`config.mk`:
```
export PLATFORM = sky130hd
export DESIGN_NAME = rv_lsu_flat
export DESIGN_NICKNAME = d
export VERILOG_FILES = /design/src/rtl/rv_lsu_if.sv /design/src/rtl/rv_lsu.sv /design/src/flat_wrapper.sv
export SDC_FILE = /design/constraint.sdc
export NUM_CORES = 1
export LEC_CHECK = 0
export ABC_AREA = 1
export CAP_MARGIN = 10
export CORE_AREA = 2 2 119 121
export CTS_BUF_LIST = sky130_fd_sc_hd__clkbuf_8
export DETAILED_ROUTE_END_ITERATION = 16
export DIE_AREA = 0 0 121 123
export GPL_ROUTABILITY_DRIVEN = 0
export PLACE_DENSITY = 0.75
export SETUP_SLACK_MARGIN = 0.1
export SLEW_MARGIN = 15
export SYNTH_ARGS = -nofsm -noshare
export SYNTH_HDL_FRONTEND = slang
export SYNTH_SLANG_ARGS = --single-unit
```
`constraint.sdc`:
```
create_clock -name clk -period 1.85 [get_ports clk]
set_input_delay 0.185 -clock clk [delete_from_list [all_inputs] [get_ports clk]]
set_output_delay 0.185 -clock clk [all_outputs]
set_load 0.02 [all_outputs]
```
`src/rtl/rv_lsu_if.sv`:
```
// Request/response and data-memory bus bundle for the rv_lsu load/store unit.
// slave = LSU side, master = execute stage plus memory environment.
interface rv_lsu_if #(
    parameter int DATA_WIDTH = 32
);
    logic                  req_valid;
    logic                  req_ready;
    logic                  req_write;
    logic [2:0]            req_op;
    logic [DATA_WIDTH-1:0] req_addr;
    logic [DATA_WIDTH-1:0] req_wdata;

    logic                  resp_valid;
    logic [DATA_WIDTH-1:0] resp_rdata;
    logic                  resp_err;

    logic                  bus_req;
    logic                  bus_we;
    logic [DATA_WIDTH-1:0] bus_addr;
    logic [3:0]            bus_be;
    logic [DATA_WIDTH-1:0] bus_wdata;
    logic                  bus_gnt;
    logic                  bus_rvalid;
    logic [DATA_WIDTH-1:0] bus_rdata;

    modport slave (
        input  req_valid, req_write, req_op, req_addr, req_wdata,
        output req_ready,
        output resp_valid, resp_rdata, resp_err,
        output bus_req, bus_we, bus_addr, bus_be, bus_wdata,
        input  bus_gnt, bus_rvalid, bus_rdata
    );

    modport master (
        output req_valid, req_write, req_op, req_addr, req_wdata,
        input  req_ready,
        input  resp_valid, resp_rdata, resp_err,
        input  bus_req, bus_we, bus_addr, bus_be, bus_wdata,
        output bus_gnt, bus_rvalid, bus_rdata
    );
endinterface

```
`src/rtl/rv_lsu.sv`:
```
// rv_lsu: one-outstanding load/store unit with byte lanes, extension and error response.
// Optional macro RV_LSU_TIMEOUT_EN aborts a bus phase after TIMEOUT_CYCLES stalled cycles.
module rv_lsu #(
    parameter int DATA_WIDTH     = 32,
    parameter int TIMEOUT_CYCLES = 16
) (
    input logic     clk,
    input logic     rst_n,
    rv_lsu_if.slave lsu
);
    typedef enum logic [1:0] {IDLE, ADDR, RDATA, RESP} state_t;

    state_t                r_state;
    logic                  r_write;
    logic [2:0]            r_op;
    logic [1:0]            r_addr_lo;
    logic                  r_resp_valid;
    logic                  r_resp_err;
    logic [DATA_WIDTH-1:0] r_resp_rdata;
    logic                  r_bus_req;
    logic                  r_bus_we;
    logic [DATA_WIDTH-1:0] r_bus_addr;
    logic [3:0]            r_bus_be;
    logic [DATA_WIDTH-1:0] r_bus_wdata;

    logic                  w_is_byte;
    logic                  w_is_half;
    logic                  w_is_word;
    logic                  w_op_legal;
    logic                  w_misaligned;
    logic                  w_req_err;
    logic [3:0]            w_be;
    logic [DATA_WIDTH-1:0] w_wdata;
    logic [7:0]            w_ld_byte;
    logic [15:0]           w_ld_half;
    logic                  w_ld_sext;
    logic [DATA_WIDTH-1:0] w_ld_data;
    logic                  w_wait_expired;

`ifdef RV_LSU_TIMEOUT_EN
    localparam logic [7:0] TO_LIMIT = 8'(TIMEOUT_CYCLES);
    logic [7:0] r_wait_cnt;

    // Limit counts the current cycle, so a handshake in that same cycle still wins.
    assign w_wait_expired = ((r_wait_cnt + 8'd1) == TO_LIMIT);
`else
    assign w_wait_expired = 1'b0;
`endif

    assign lsu.req_ready  = (r_state == IDLE);
    assign lsu.resp_valid = r_resp_valid;
    assign lsu.resp_err   = r_resp_err;
    assign lsu.resp_rdata = r_resp_rdata;
    assign lsu.bus_req    = r_bus_req;
    assign lsu.bus_we     = r_bus_we;
    assign lsu.bus_addr   = r_bus_addr;
    assign lsu.bus_be     = r_bus_be;
    assign lsu.bus_wdata  = r_bus_wdata;

    // Request decode: size, legality (unsigned stores are illegal) and alignment.
    always_comb begin
        w_is_byte = (lsu.req_op[1:0] == 2'b01);
        w_is_half = (lsu.req_op[1:0] == 2'b10);
        w_is_word = (lsu.req_op == 3'b011);
        case (lsu.req_op)
            3'b001, 3'b010, 3'b011: w_op_legal = 1'b1;
            3'b101, 3'b110:         w_op_legal = !lsu.req_write;
            default:                w_op_legal = 1'b0;
        endcase
        w_misaligned = (w_is_half && lsu.req_addr[0]) ||
                       (w_is_word && (lsu.req_addr[1:0] != 2'b00));
        w_req_err    = !w_op_legal || w_misaligned;
        if (w_is_byte) begin
            w_be = 4'b0001 << lsu.req_addr[1:0];
        end else if (w_is_half) begin
            w_be = 4'b0011 << {lsu.req_addr[1], 1'b0};
        end else begin
            w_be = 4'b1111;
        end
    end

    generate
        for (genvar gi = 0; gi < 4; gi++) begin : g_wlane
            assign w_wdata[8*gi +: 8] = w_is_byte ? lsu.req_wdata[7:0] :
                                        w_is_half ? lsu.req_wdata[8*(gi%2) +: 8] :
                                                    lsu.req_wdata[8*gi +: 8];
        end
    endgenerate

    // Load lane extraction uses the request fields latched at acceptance.
    always_comb begin
        case (r_addr_lo)
            2'd0:    w_ld_byte = lsu.bus_rdata[7:0];
            2'd1:    w_ld_byte = lsu.bus_rdata[15:8];
            2'd2:    w_ld_byte = lsu.bus_rdata[23:16];
            default: w_ld_byte = lsu.bus_rdata[31:24];
        endcase
        w_ld_half = r_addr_lo[1] ? lsu.bus_rdata[31:16] : lsu.bus_rdata[15:0];
        w_ld_sext = !r_op[2];
        if (r_op[1:0] == 2'b01) begin
            w_ld_data = {{(DATA_WIDTH-8){w_ld_sext && w_ld_byte[7]}}, w_ld_byte};
        end else if (r_op[1:0] == 2'b10) begin
            w_ld_data = {{(DATA_WIDTH-16){w_ld_sext && w_ld_half[15]}}, w_ld_half};
        end else begin
            w_ld_data = lsu.bus_rdata;
        end
    end

    always_ff @(posedge clk or negedge rst_n) begin
        if (!rst_n) begin
            r_state      <= IDLE;
            r_write      <= 1'b0;
            r_op         <= 3'b000;
            r_addr_lo    <= 2'b00;
            r_resp_valid <= 1'b0;
            r_resp_err   <= 1'b0;
            r_resp_rdata <= '0;
            r_bus_req    <= 1'b0;
            r_bus_we     <= 1'b0;
            r_bus_addr   <= '0;
            r_bus_be     <= '0;
            r_bus_wdata  <= '0;
`ifdef RV_LSU_TIMEOUT_EN
            r_wait_cnt   <= '0;
`endif
        end else begin
            case (r_state)
                IDLE: begin
                    if (lsu.req_valid) begin
                        r_write   <= lsu.req_write;
                        r_op      <= lsu.req_op;
                        r_addr_lo <= lsu.req_addr[1:0];
                        if (w_req_err) begin
                            r_state      <= RESP;
                            r_resp_valid <= 1'b1;
                            r_resp_err   <= 1'b1;
                            r_resp_rdata <= '0;
                        end else begin
                            r_state     <= ADDR;
                            r_bus_req   <= 1'b1;
                            r_bus_we    <= lsu.req_write;
                            r_bus_addr  <= {lsu.req_addr[DATA_WIDTH-1:2], 2'b00};
                            r_bus_be    <= w_be;
                            r_bus_wdata <= w_wdata;
`ifdef RV_LSU_TIMEOUT_EN
                            r_wait_cnt  <= '0;
`endif
                        end
                    end
                end
                ADDR: begin
                    if (lsu.bus_gnt) begin
                        r_bus_req <= 1'b0;
                        r_bus_we  <= 1'b0;
                        if (r_write) begin
                            r_state      <= RESP;
                            r_resp_valid <= 1'b1;
                            r_resp_err   <= 1'b0;
                            r_resp_rdata <= '0;
                        end else begin
                            r_state <= RDATA;
`ifdef RV_LSU_TIMEOUT_EN
                            r_wait_cnt <= '0;
`endif
                        end
                    end else if (w_wait_expired) begin
                        r_bus_req    <= 1'b0;
                        r_bus_we     <= 1'b0;
                        r_state      <= RESP;
                        r_resp_valid <= 1'b1;
                        r_resp_err   <= 1'b1;
                        r_resp_rdata <= '0;
                    end else begin
`ifdef RV_LSU_TIMEOUT_EN
                        r_wait_cnt <= r_wait_cnt + 8'd1;
`endif
                    end
                end
                RDATA: begin
                    if (lsu.bus_rvalid) begin
                        r_state      <= RESP;
                        r_resp_valid <= 1'b1;
                        r_resp_err   <= 1'b0;
                        r_resp_rdata <= w_ld_data;
                    end else if (w_wait_expired) begin
                        r_state      <= RESP;
                        r_resp_valid <= 1'b1;
                        r_resp_err   <= 1'b1;
                        r_resp_rdata <= '0;
                    end else begin
`ifdef RV_LSU_TIMEOUT_EN
                        r_wait_cnt <= r_wait_cnt + 8'd1;
`endif
                    end
                end
                RESP: begin
                    r_state      <= IDLE;
                    r_resp_valid <= 1'b0;
                    r_resp_err   <= 1'b0;
                    r_resp_rdata <= '0;
                end
                default: begin
                    r_state <= IDLE;
                end
            endcase
        end
    end
endmodule

```
`src/flat_wrapper.sv`:
```
// flat-port wrapper written by rule: the top's interface ports become plain ports
module rv_lsu_flat 
#(
    parameter int DATA_WIDTH     = 32,
    parameter int TIMEOUT_CYCLES = 16
)
  (clk, rst_n, lsu_req_valid, lsu_req_write, lsu_req_op, lsu_req_addr, lsu_req_wdata, lsu_req_ready, lsu_resp_valid, lsu_resp_rdata, lsu_resp_err, lsu_bus_req, lsu_bus_we, lsu_bus_addr, lsu_bus_be, lsu_bus_wdata, lsu_bus_gnt, lsu_bus_rvalid, lsu_bus_rdata);
  rv_lsu_if #(.DATA_WIDTH(DATA_WIDTH)) lsu_i ();
  input logic clk;
  input logic rst_n;
  input wire logic [$bits(lsu_i.req_valid)-1:0] lsu_req_valid;
  input wire logic [$bits(lsu_i.req_write)-1:0] lsu_req_write;
  input wire logic [$bits(lsu_i.req_op)-1:0] lsu_req_op;
  input wire logic [$bits(lsu_i.req_addr)-1:0] lsu_req_addr;
  input wire logic [$bits(lsu_i.req_wdata)-1:0] lsu_req_wdata;
  output wire logic [$bits(lsu_i.req_ready)-1:0] lsu_req_ready;
  output wire logic [$bits(lsu_i.resp_valid)-1:0] lsu_resp_valid;
  output wire logic [$bits(lsu_i.resp_rdata)-1:0] lsu_resp_rdata;
  output wire logic [$bits(lsu_i.resp_err)-1:0] lsu_resp_err;
  output wire logic [$bits(lsu_i.bus_req)-1:0] lsu_bus_req;
  output wire logic [$bits(lsu_i.bus_we)-1:0] lsu_bus_we;
  output wire logic [$bits(lsu_i.bus_addr)-1:0] lsu_bus_addr;
  output wire logic [$bits(lsu_i.bus_be)-1:0] lsu_bus_be;
  output wire logic [$bits(lsu_i.bus_wdata)-1:0] lsu_bus_wdata;
  input wire logic [$bits(lsu_i.bus_gnt)-1:0] lsu_bus_gnt;
  input wire logic [$bits(lsu_i.bus_rvalid)-1:0] lsu_bus_rvalid;
  input wire logic [$bits(lsu_i.bus_rdata)-1:0] lsu_bus_rdata;
  assign lsu_i.req_valid = lsu_req_valid;
  assign lsu_i.req_write = lsu_req_write;
  assign lsu_i.req_op = lsu_req_op;
  assign lsu_i.req_addr = lsu_req_addr;
  assign lsu_i.req_wdata = lsu_req_wdata;
  assign lsu_req_ready = lsu_i.req_ready;
  assign lsu_resp_valid = lsu_i.resp_valid;
  assign lsu_resp_rdata = lsu_i.resp_rdata;
  assign lsu_resp_err = lsu_i.resp_err;
  assign lsu_bus_req = lsu_i.bus_req;
  assign lsu_bus_we = lsu_i.bus_we;
  assign lsu_bus_addr = lsu_i.bus_addr;
  assign lsu_bus_be = lsu_i.bus_be;
  assign lsu_bus_wdata = lsu_i.bus_wdata;
  assign lsu_i.bus_gnt = lsu_bus_gnt;
  assign lsu_i.bus_rvalid = lsu_bus_rvalid;
  assign lsu_i.bus_rdata = lsu_bus_rdata;
  rv_lsu #(.DATA_WIDTH(DATA_WIDTH), .TIMEOUT_CYCLES(TIMEOUT_CYCLES)) u_core (.clk(clk), .rst_n(rst_n), .lsu(lsu_i));
endmodule
```
## After elaboration in Yosys (flattened, before gate mapping)

Cells that the tools add are included.

- Equal/unequal tests: 20
- Shift operators: 2
- Multiplexer cells: 41
- Bitwise gates (word level): 1
- Reductions and logical operators: 20

Operators by type and width:

| kind | number |
|---|---|
| 32-bit 2-to-1 mux | 7 |
| 32-bit one-hot mux with 4 select lines | 1 |
| 8-bit 2-to-1 mux | 5 |
| 8-bit one-hot mux with 3 select lines | 1 |
| 16-bit 2-to-1 mux | 1 |
| 1-bit 2-to-1 mux | 14 |
| 2-bit == test, second input constant | 5 |
| 2-bit by 1-bit == test with 1-bit output, second input constant | 4 |
| 2-bit 2-to-1 mux | 4 |
| 4-bit 2-to-1 mux | 2 |
| 2-bit != test, second input constant | 4 |
| 1-bit one-hot mux with 4 select lines | 2 |
| 2-bit one-hot mux with 4 select lines | 1 |
| 3-bit by 2-bit == test with 1-bit output, second input constant | 2 |
| 3-bit == test, second input constant | 2 |
| 1-bit one-hot mux with 2 select lines | 3 |
| 3-bit AND reduction | 2 |
| 5-bit AND reduction | 1 |
| 1-bit logical AND | 4 |
| 2-bit logical NOT | 2 |
| 2-bit by 1-bit != test with 1-bit output, second input constant | 2 |
| 4-bit AND reduction | 1 |
| 2-bit nonzero test | 2 |
| 1-bit by 2-bit << shifter with 4-bit output, first input constant | 1 |
| 8 further kinds | 11 |

- Register bits: 110
- Input port bits: 105
- Output and inout bits: 105
- Word-level logic and storage cells: 96

## Longest topological paths before layout

- Word-level depth: 8
- Gate-level depth with buffers: 12
- Mapped depth without buffers: 11

## Least setup slack after synthesis

Ideal clock, no wire load.

- Path type: register to register
- Start point: register u_core.r_state[0]
- End point: register u_core.r_resp_rdata[18], in the netlist u_core.lsu.resp_rdata[18]
- Library setup time: 0.117 ns
- Arrival: 1.678 ns
- Required time: 1.733 ns
- Path slack: 0.054 ns
- Stages on the path, launching flop included: 13
- Buffers on the path: 1
- Period minus slack after synthesis: 1.796 ns
- Cell sequence: dfrtp_1 > inv_1 > ha_1 > inv_2 > o21ai_2 > inv_2 > nand2_2 > nor2_1 > nand2_4 > inv_2 > buf_6 > nand3_1 > nand2_1

- Word-level cells in the longest chain between the ends: 3
- Elaborated cells between the ends (all ways): 11
- Those cells by class: 8 x eq/ne; 1 x mux; 2 x reduce/logical

RTL lines:

| element | RTL line | RTL |
|---|---|---|
| start: declaration | rv_lsu.sv:13 | `state_t r_state;` |
| start signal: assignment | rv_lsu.sv:111 | `r_state <= IDLE;` |
| start signal: assignment | rv_lsu.sv:134 | `r_state <= RESP;` |
| start signal: assignment | rv_lsu.sv:139 | `r_state <= ADDR;` |
| 2-bit logical NOT (*) | - |  |
| named net lsu_req_ready | flat_wrapper.sv:16 | `output wire logic [$bits(lsu_i.req_ready)-1:0] lsu_req_ready;` |
| 2-bit by 1-bit != test with 1-bit output (no line) / 2-bit != test (equally long branches) | - |  |
| 5-bit AND reduction (no line) | - |  |
| end signal: assignment | rv_lsu.sv:184 | `r_resp_rdata <= w_ld_data;` |
| end: declaration | rv_lsu.sv:19 | `logic [DATA_WIDTH-1:0] r_resp_rdata;` |

The timed path passes the listed nets; every way through them passes the cells marked *.
A chain may end at the register's enable or synchronous reset.

## Final worst setup path

- Start point: register u_core.r_addr_lo[0]
- End point: register u_core.r_resp_rdata[31], in the netlist u_core.lsu.resp_rdata[31]

- Word-level cells in the longest chain between the ends: 6
- Elaborated cells between the ends (all ways): 8
- Those cells by class: 2 x eq/ne; 4 x mux; 2 x reduce/logical

RTL lines:

| element | RTL line | RTL |
|---|---|---|
| start: declaration | rv_lsu.sv:16 | `logic [1:0] r_addr_lo;` |
| start signal: assignment | rv_lsu.sv:132 | `r_addr_lo <= lsu.req_addr[1:0];` |
| 2-bit == test, or another cell as far along | rv_lsu.sv:92 | `case (r_addr_lo)` |
| 8-bit one-hot mux with 3 select lines (*) | rv_lsu.sv:92 |  |
| 1-bit logical AND (*) | rv_lsu.sv:101 | `w_ld_data = {{(DATA_WIDTH-8){w_ld_sext && w_ld_byte[7]}}, w_ld_byte};` |
| 32-bit 2-to-1 mux (*) | rv_lsu.sv:100 | `if (r_op[1:0] == 2'b01) begin` |
| 32-bit 2-to-1 mux (*) | rv_lsu.sv:180 | `if (lsu.bus_rvalid) begin` |
| 32-bit one-hot mux with 4 select lines (*) | rv_lsu.sv:127 | `case (r_state)` |

Every way passes the cells marked *; elsewhere a longest branch is shown, timed or not. The select of a mux whose other input is x is not followed.

==> flow_summary.toml <==
[sta]
rsz0062_at_grt = "yes"
finalMaxSlewViolations = 0
post-route-period-util_pct = 91.7
setup_violations = 0
finClkSkew_ps = 10.3
hold_viol = 0
finalSetupTns_ps = 0
hold_ws_ps = 273
fmaxAchievable_mhz = 590
period_needed_ps = 1700

[finish]
fin_nets = 1086
fin_area_sq_um = 8670
layout-drive-gt1-share_pct = 11.1
syn_to_final_growth_pct = 45.4
antenna_cells = 0

[yosys]
yosysTopAreaCell = "dfrtp_1"
synth_fa_ha_area_share_pct = 0.840
yosysWarnings = 0
yosysMostFrequentCell = "nand2_1"
synth_area_sq_um = 5960
synth_top_area_share_pct = 46.2
yosysUniqueCellTypes = 35
ys.flop_type = "dfrtp_1"
synth-simple-area-share_pct = 31.6
synth-edff-count = 0
synth_top_family_by_area = "simple AND/OR/NAND/NOR gates"
synth_compound_area_share_pct = 13.2
ys_async_sr_fraction_pct = 100
syn_inst = 769
synth_sequential_area_ratio_pct = 46.2
synth.ff_latch_count = 110
synth.area.mux_share_pct = 0.189
synth_xor_area_share_pct = 0
syn_area_per_cell_sq_um = 7.75
synth_area_leaders = "dfrtp_1 (46%), nand2_1 (19%), o21ai_0 (7.4%)"
ys_top_cells_by_count = "nand2_1 (302), dfrtp_1 (110), o21ai_0 (88), nand3_1 (64), inv_1 (29)"

[worst_setup_path]
critPathKind = "reg2reg"
cp.arrival_ps = 2030
required_ps = 2190
crit_fanout = 17
end_kind = "flop"
start_kind = "flop"

[routing]
vias = 6076
drcViolationCount = 0
first_pass_iters = 5
viasPerCell = 5.23
initialDrtViolationCount = 450
drtAntennaViolNets = 0
wl_per_cell_um = 15.9
drt_wl_total_um = 18500

[die]
rows = 43
start_util_pct = 43.8
die_height_um = 123
fp.dieW_um = 121
ios = 210
design.core.area_sq_um = 13600
die_area_sq_um = 14900

[power]
ir_drop_mv = 0.848
p_per_area_nw_per_um2 = 1590
leakage_nw = 4.13

[clock_tree]
clkTransAtPathRegs_ps = 110
insertion_delay_ps = 400
numCtsBuffers = 9
h-tree-depth = 3
cts_buffer_depth = 2
root_buffer = "clkbuf_8"
clock_sinks = 110
cts_tree = "done"

[grt]
grt_overflow = 0
track_usage_pct = 25.2
antenna_found_initial = 0
grt_pass1_wl_um = 29300
grt_pass1_vias = 5859
grt_max_degree = 43

[placement]
dp_hpwl_um = 13400
post_dp_cell_area_sq_um = 8290
portBuffers = 207

[run_status]
status = "finished clean"

[run]
max-cap-violations = 0

[hold_path]
hp-class = "in2async"
[worst paths after layout]
path	start	endpoint	slack (ps)	cells past startpoint
setup / recovery	u_core.r_addr_lo[0]	u_core.lsu.resp_rdata[31]	150	7
hold / removal	rst_n	u_core.lsu.resp_rdata[19]	270	2
setup reg to reg	u_core.r_addr_lo[0]	u_core.lsu.resp_rdata[31]	150	7
hold reg to reg	u_core.lsu.resp_rdata[18]	u_core.lsu.resp_rdata[18]	490	2
max in group asynchronous	rst_n	u_core.r_op[1]	1020	3
min in group clk	lsu_req_addr[25]	u_core.lsu.bus_addr[25]	310	3
[layout by cell type, fill, tap and decap left out, types with 3 or more instances in the layout]
cell type	n
nand3_1	64
o211ai_1	8
nand2_4	3
buf_4	22
clkbuf_8	9
inv_1	27
nand3_2	4
nand4_1	14
or2_2	8
a21oi_1	24
o21ai_1	15
dfrtp_1	108
clkdlybuf4s50_1	205
o211ai_2	4
nand2_1	301
inv_2	10
buf_6	3
buf_12	10
nor2_1	13
nand2_2	9
o21ai_0	86
bufinv_16	4
[critical path, stage by stage, from the launching register on]
cell and delay (ps):
dfrtp_1 590, nand2_1 250, o21ai_1 180, inv_1 90
a21boi_4 170, buf_12 160, nand3_1 130, nand2_1 80
[sequential cells by signal (all words and copies together), names as in the netlist]
| name | flops |
|---|---|
| u_core.lsu.bus_we | 1 |
| u_core.lsu.bus_req | 1 |
| u_core.lsu.resp_err | 1 |
| u_core.lsu.resp_rdata | 32 |
| u_core.r_op | 3 |
| u_core.r_state | 2 |
| u_core.lsu.bus_addr | 30 |
| u_core.lsu.resp_valid | 1 |
| u_core.r_addr_lo | 2 |
| u_core.lsu.bus_be | 4 |
| u_core.r_write | 1 |
| u_core.lsu.bus_wdata | 32 |
[area by class of cell]
| type | count | area (sq um) |
|---|---|---|
| inverters | 38 | 145 |
| fillers | 1199 | 4940 |
| clock buffers | 9 | 124 |
| flip-flops and latches | 110 | 2760 |
| clock inverters | 7 | 154 |
| repair buffers | 244 | 2520 |
| multi-input cells | 574 | 2750 |
| well taps | 180 | 225 |
[timing repair]
action / CTS / global route
endpoints found under the setup margin: 1 / 99
cloned: 0 / 2
hold buffers: 1 / 0
buffers inserted: 0 / 2
endpoints found under the hold margin: 28 / 0
resized for setup: 4 / 11
pin swaps: 0 / 1
[metrics by stage]
stage	utilization [%]	power, mW	cells	setup WS [ps]
floorplan	-	8.49	770	153
global placement	60.9	11.7	1141	86.9
detailed placement	60.9	11.8	1141	28.9
CTS	63.0	13.8	1158	129
global route	63.7	14.8	1162	79.5
finish	63.7	13.8	1162	154
[layer usage]
layer,up-vias,wire [um],track usage (%)
li1,2909,-,-
met2,296,8620,40.1
met1,2827,7540,31.6
met3,44,1810,7.61
met5,-,0,0
met4,0,548,11.3
[power by group]
group	total, mW	internal, mW	leakage, nW	switching, mW
Combinational	7.77	3.32	2.60	4.45
Sequential	4.08	3.42	1.40	0.661
Clock	1.95	1.06	0.137	0.896
[cells by family (layout without fill, tap and decap cells)]
kind of cell | after synthesis | after routing
AND/OR/NAND/NOR | 425 | 425
AO/OA/AOI/OAI | 142 | 142
flip-flops | 110 | 110
buffers and inverters | 86 | 298
adder cells (fa/ha/maj) | 4 | 4
other | 1 | 2
multiplexers | 1 | 1
(Power assumes the default switching activity.)
